==> src/rtl/vdp_super_vram_arbiter.sv <==
// Slot arbiter for the shared 32-bit VRAM port in super-res modes: each 4-clock slot
// (aligned to cx[1:0]) is owned by display fetch, refresh, the CPU or the command engine.
module vdp_super_vram_arbiter #(
  parameter int ADDR_W      = 17,
  parameter int REFRESH_X   = 723,
  parameter int REFRESH_MAX = 3
) (
  input  logic                reset,
  input  logic                clk,
  input  logic                vdp_super,
  input  logic [9:0]          cx,
  input  logic                super_res_drawing,
  input  logic [ADDR_W-1:0]   disp_addr,
  input  logic                cpu_req,
  input  logic                cpu_we,
  input  logic [ADDR_W+1:0]   cpu_addr,
  input  logic [7:0]          cpu_wdata,
  output logic                cpu_ack,
  output logic [7:0]          cpu_rdata,
  input  logic                cmd_req,
  input  logic                cmd_we,
  input  logic [ADDR_W+1:0]   cmd_addr,
  input  logic [7:0]          cmd_wdata,
  output logic                cmd_ack,
  output logic [7:0]          cmd_rdata,
  output logic [ADDR_W-1:0]   mem_addr,
  output logic [31:0]         mem_wdata,
  output logic [3:0]          mem_be,
  output logic                mem_rd,
  output logic                mem_wr,
  output logic                mem_refresh,
  input  logic [31:0]         mem_rdata,
  output logic                disp_grant
);

  localparam int CNT_W = (REFRESH_MAX < 2) ? 1 : $clog2(REFRESH_MAX + 1);

  typedef enum logic [2:0] {
    OWN_IDLE,
    OWN_DISP,
    OWN_REFRESH,
    OWN_CPU,
    OWN_CMD
  } owner_t;

  owner_t              owner_reg;
  owner_t              winner;
  logic                rr_cmd_reg;
  logic [1:0]          sel_reg;
  logic                we_reg;
  logic [CNT_W-1:0]    refresh_cnt_reg;

  logic [1:0]          phase;
  logic                cpu_elig;
  logic                cmd_elig;
  logic                refresh_inc;
  logic                refresh_dec;
  logic [ADDR_W+1:0]   win_addr;
  logic                win_we;
  logic [7:0]          win_wdata;

  assign phase = cx[1:0];

  // A port being acked this cycle has not yet had a chance to drop req.
  assign cpu_elig = cpu_req && !cpu_ack;
  assign cmd_elig = cmd_req && !cmd_ack;

  always_comb begin
    winner = OWN_IDLE;
    if (vdp_super && super_res_drawing)
      winner = OWN_DISP;
    else if (refresh_cnt_reg != '0)
      winner = OWN_REFRESH;
    else if (cpu_elig && (!cmd_elig || !rr_cmd_reg))
      winner = OWN_CPU;
    else if (cmd_elig)
      winner = OWN_CMD;
  end

  always_comb begin
    win_addr  = cpu_addr;
    win_we    = cpu_we;
    win_wdata = cpu_wdata;
    if (winner == OWN_CMD) begin
      win_addr  = cmd_addr;
      win_we    = cmd_we;
      win_wdata = cmd_wdata;
    end
  end

  assign refresh_inc = (cx == 10'(REFRESH_X));
  assign refresh_dec = (phase == 2'd0) && (winner == OWN_REFRESH);

  always_ff @(posedge clk or posedge reset) begin
    if (reset) begin
      owner_reg       <= OWN_IDLE;
      rr_cmd_reg      <= 1'b0;
      sel_reg         <= 2'd0;
      we_reg          <= 1'b0;
      refresh_cnt_reg <= '0;
      cpu_ack         <= 1'b0;
      cpu_rdata       <= 8'd0;
      cmd_ack         <= 1'b0;
      cmd_rdata       <= 8'd0;
      mem_addr        <= '0;
      mem_wdata       <= 32'd0;
      mem_be          <= 4'd0;
      mem_rd          <= 1'b0;
      mem_wr          <= 1'b0;
      mem_refresh     <= 1'b0;
      disp_grant      <= 1'b0;
    end else begin
      mem_rd      <= 1'b0;
      mem_wr      <= 1'b0;
      mem_refresh <= 1'b0;
      cpu_ack     <= 1'b0;
      cmd_ack     <= 1'b0;

      if (refresh_inc && !refresh_dec && (refresh_cnt_reg != CNT_W'(REFRESH_MAX)))
        refresh_cnt_reg <= refresh_cnt_reg + 1'b1;
      else if (refresh_dec && !refresh_inc)
        refresh_cnt_reg <= refresh_cnt_reg - 1'b1;

      case (phase)
        2'd0: begin
          // Decision taken here drives the phase-1 command strobes directly.
          owner_reg  <= winner;
          disp_grant <= (winner == OWN_DISP);
          case (winner)
            OWN_DISP: begin
              mem_addr <= disp_addr;
              mem_rd   <= 1'b1;
            end
            OWN_REFRESH: mem_refresh <= 1'b1;
            OWN_CPU, OWN_CMD: begin
              mem_addr   <= win_addr[ADDR_W+1:2];
              sel_reg    <= win_addr[1:0];
              we_reg     <= win_we;
              rr_cmd_reg <= (winner == OWN_CPU);
              if (win_we) begin
                mem_wr    <= 1'b1;
                mem_be    <= 4'b0001 << win_addr[1:0];
                mem_wdata <= {4{win_wdata}};
              end else begin
                mem_rd <= 1'b1;
                mem_be <= 4'hF;
              end
            end
            default: ;
          endcase
        end
        2'd3: begin
          if (owner_reg == OWN_CPU) begin
            cpu_ack <= 1'b1;
            if (!we_reg)
              cpu_rdata <= mem_rdata[{sel_reg, 3'b000} +: 8];
          end
          if (owner_reg == OWN_CMD) begin
            cmd_ack <= 1'b1;
            if (!we_reg)
              cmd_rdata <= mem_rdata[{sel_reg, 3'b000} +: 8];
          end
        end
        default: ;
      endcase
    end
  end

endmodule

==> config.mk <==
export PLATFORM = sky130hd
export DESIGN_NAME = vdp_super_vram_arbiter
export DESIGN_NICKNAME = d
export VERILOG_FILES = /design/src/rtl/vdp_super_vram_arbiter.sv
export SDC_FILE = /design/constraint.sdc
export NUM_CORES = 1
export LEC_CHECK = 0
export ABC_AREA = 1
export CAP_MARGIN = 20
export CORE_MARGIN = 2
export CORE_UTILIZATION = 39
export DETAILED_ROUTE_END_ITERATION = 7
export PLACE_DENSITY = 0.87
export SLEW_MARGIN = 40
export SYNTH_ARGS = -nofsm -noshare
export SYNTH_HDL_FRONTEND = slang
export SYNTH_SLANG_ARGS = --single-unit
==> constraint.sdc <==
create_clock -name clk -period 2.2 [get_ports clk]
set_input_delay 0.44 -clock clk [delete_from_list [all_inputs] [get_ports clk]]
set_output_delay 0.44 -clock clk [all_outputs]
set_load 0.005 [all_outputs]
==> impl_metrics.json <==
{
  "setup_viol": 0,
  "ir_drop_mv": 0.383,
  "slowest_delay_ns": 0.46,
  "dp_slack_ns": -0.0480,
  "grtUsageTotal_pct": 21.9,
  "max-cap-violations": 0,
  "synth_area_leaders": "dfrtp_1 (44%), nand2_1 (19%), nand3_1 (6.3%)",
  "power_w": 0.00481,
  "worstPathArrival_ns": 2.13,
  "cts_hold_buf": 0,
  "largest_reg_flops": 17,
  "wirelength_um": 10300,
  "grt_pass1_vias": 3638,
  "antenna_found_initial": 0,
  "drt_iter0_drc": 105,
  "clockRootBuffer": "clkbuf_8",
  "async_reset_ff_share_pct": 100,
  "clk_latency_ns": 0.33,
  "fin_crit_sh_pct": 86.1,
  "cts_tree": "done",
  "drc": 0,
  "cp.buffers_inverters": 3,
  "slowest_stage": "clkdlybuf4s50_1",
  "top_usage_layer": "met2",
  "global_route.usage.met2_pct": 40.1,
  "dieArea_um2": 9510,
  "power_density_nw_per_um2": 859,
  "regMostFlops": "mem_addr",
  "cts.sinks": 60,
  "numCtsBuffers": 9,
  "dieWidth_um": 97.5,
  "diodes": 0,
  "htreeDepth": 3,
  "die_h_um": 97.5,
  "grt_max_degree": 27,
  "rows": 34,
  "finClkSkew_ns": 0.0101,
  "max-slew-margin-rel_pct": 63.7,
  "ioPinCount": 196,
  "core_area_um2": 8590,
  "crit_path_end_kind": "register",
  "clock_path_buffers": 2,
  "yosys.area.top_type": "dfrtp_1",
  "final_nets": 741,
  "io_buffer_count": 195,
  "synth_cell_types": 30,
  "critPathMaxFanout": 10,
  "cp-start-kind": "input port",
  "synth_common_cells": "nand2_1 (170), dfrtp_1 (60), nand3_1 (43)",
  "start_util_pct": 39.7,
  "hold_violations": 0,
  "grt_pass1_wl_um": 16900,
  "netlist_area_um2": 3410,
  "worstMarginPinSlew_ns": 0.544,
  "status": "completed",
  "synth-edff-count": 0,
  "syn_area_per_cell_um2": 7.88,
  "timing.final.ws_setup_ns": 0.307,
  "ys_warn_count": 0,
  "firstDrtPassIters": 4,
  "seq_area_frac_synth_pct": 44.0,
  "drive_gt1_share_pct": 11.4,
  "critPathMostFrequentCell": "nand2_1",
  "gr-total-overflow": 0,
  "place.gp.congestion": 0.871,
  "cp_cell_sequence": "clkdlybuf4s50_1, nand2_1, nand3_2, clkinv_1, buf_4, nand2_1, nand3_1, nand2_1, nand2_1",
  "drt-vias-per-instance": 4.92,
  "antenna_left": 0,
  "hold_path.class": "input port to async pin",
  "syn_inst": 433,
  "post_cts_buffers": 0,
  "synth_most_common_cell": "nand2_1",
  "area_delta_synth_final_pct": 64.1,
  "fmax_mhz": 528,
  "leakage_nw": 2.62,
  "synth_top_area_share_pct": 44.0,
  "cts_resized": 0,
  "min_period_ns": 1.89,
  "syn-num-nets": 554,
  "cpLargestDelayFamily": "simple AND/OR/NAND/NOR gates",
  "use_met3_pct": 5.76,
  "crit_type": "input port to register",
  "grt_use_met1_pct": 24.1,
  "via_count": 3610,
  "drv_slew": 0,
  "synth_top_flop_cell": "dfrtp_1",
  "rsz0062_at_grt": "false",
  "dpl.hpwl_um": 8360,
  "worst-endpoint-required_ns": 2.43,
  "clk_pin_slew_ns": 0.07,
  "wl_per_cell_um": 14.1,
  "synth_seq_cells": 60
}
final timing paths:
path	from	endpoint	slack (ns)	cells after the start
min in group clk	mem_addr[16]	mem_addr[16]	0.48	2
worst max register to register	refresh_cnt_reg[1]	mem_be[2]	0.46	6
worst min-delay path	reset	mem_wdata[30]	0.47	2
worst min register to register	mem_addr[16]	mem_addr[16]	0.48	2
worst max-delay path	super_res_drawing	mem_addr[13]	0.31	9
max in group asynchronous	reset	cmd_rdata[1]	1.05	3
cells in the final DEF, fill, tap and decap left out, types with 10 or more instances in the layout:
master / instances
clkdlybuf4s50_1: 195
nand2_1: 170
mux2_2: 16
clkbuf_8: 10
buf_4: 18
o21ai_0: 20
nor2_1: 25
nand3_1: 43
o22ai_1: 11
dfrtp_1: 60
inv_1: 19
logic make-up after synthesis:
family          count (synthesis)  share of synthesized area, %
mux                            16                          5.28
simple gates                  258                          33.1
compound gates                 36                          6.53
buf+inv                        63                          11.1
flops                          60                          44.0
metal layers:
layer,wire (um),part of all wire (%)
met5,0,0
met4,205,2.0
met3,700,6.8
met2,5460,53
met1,3950,38
stage by stage:
stage                     hold WS, ns  TNS [ns]  instance area (um^2)  utilization (%)  std cells
final                           0.469         0                  5600             65.1        733
after global routing            0.504         0                  5600             65.1        733
after CTS                       0.485         0                  5600             65.1        733
after detailed placement        0.465    -0.141                  5370             62.5        717
after global placement          0.464         0                  5370             62.5        717
after floorplan                 0.465         0                  3410                -        433
report_power, final:
| part | leakage, nW | switching, W | internal, W |
|---|---|---|---|
| clock | 0.105 | 0.000451 | 0.000666 |
| sequential | 0.763 | 0.000250 | 0.00143 |
| combinational | 1.75 | 0.000750 | 0.00126 |
layout make-up:
class                           instances  area (um^2)
Inverter                               25         96.3
Tap cell                              108          135
Multi-Input combinational cell        310         1530
Timing Repair Buffer                  214         2110
Clock inverter                          6         87.6
Fill cell                             705         3000
Sequential cell                        60         1500
Clock buffer                           10          138
No activity file was read; power rests on OpenSTA's default activity.
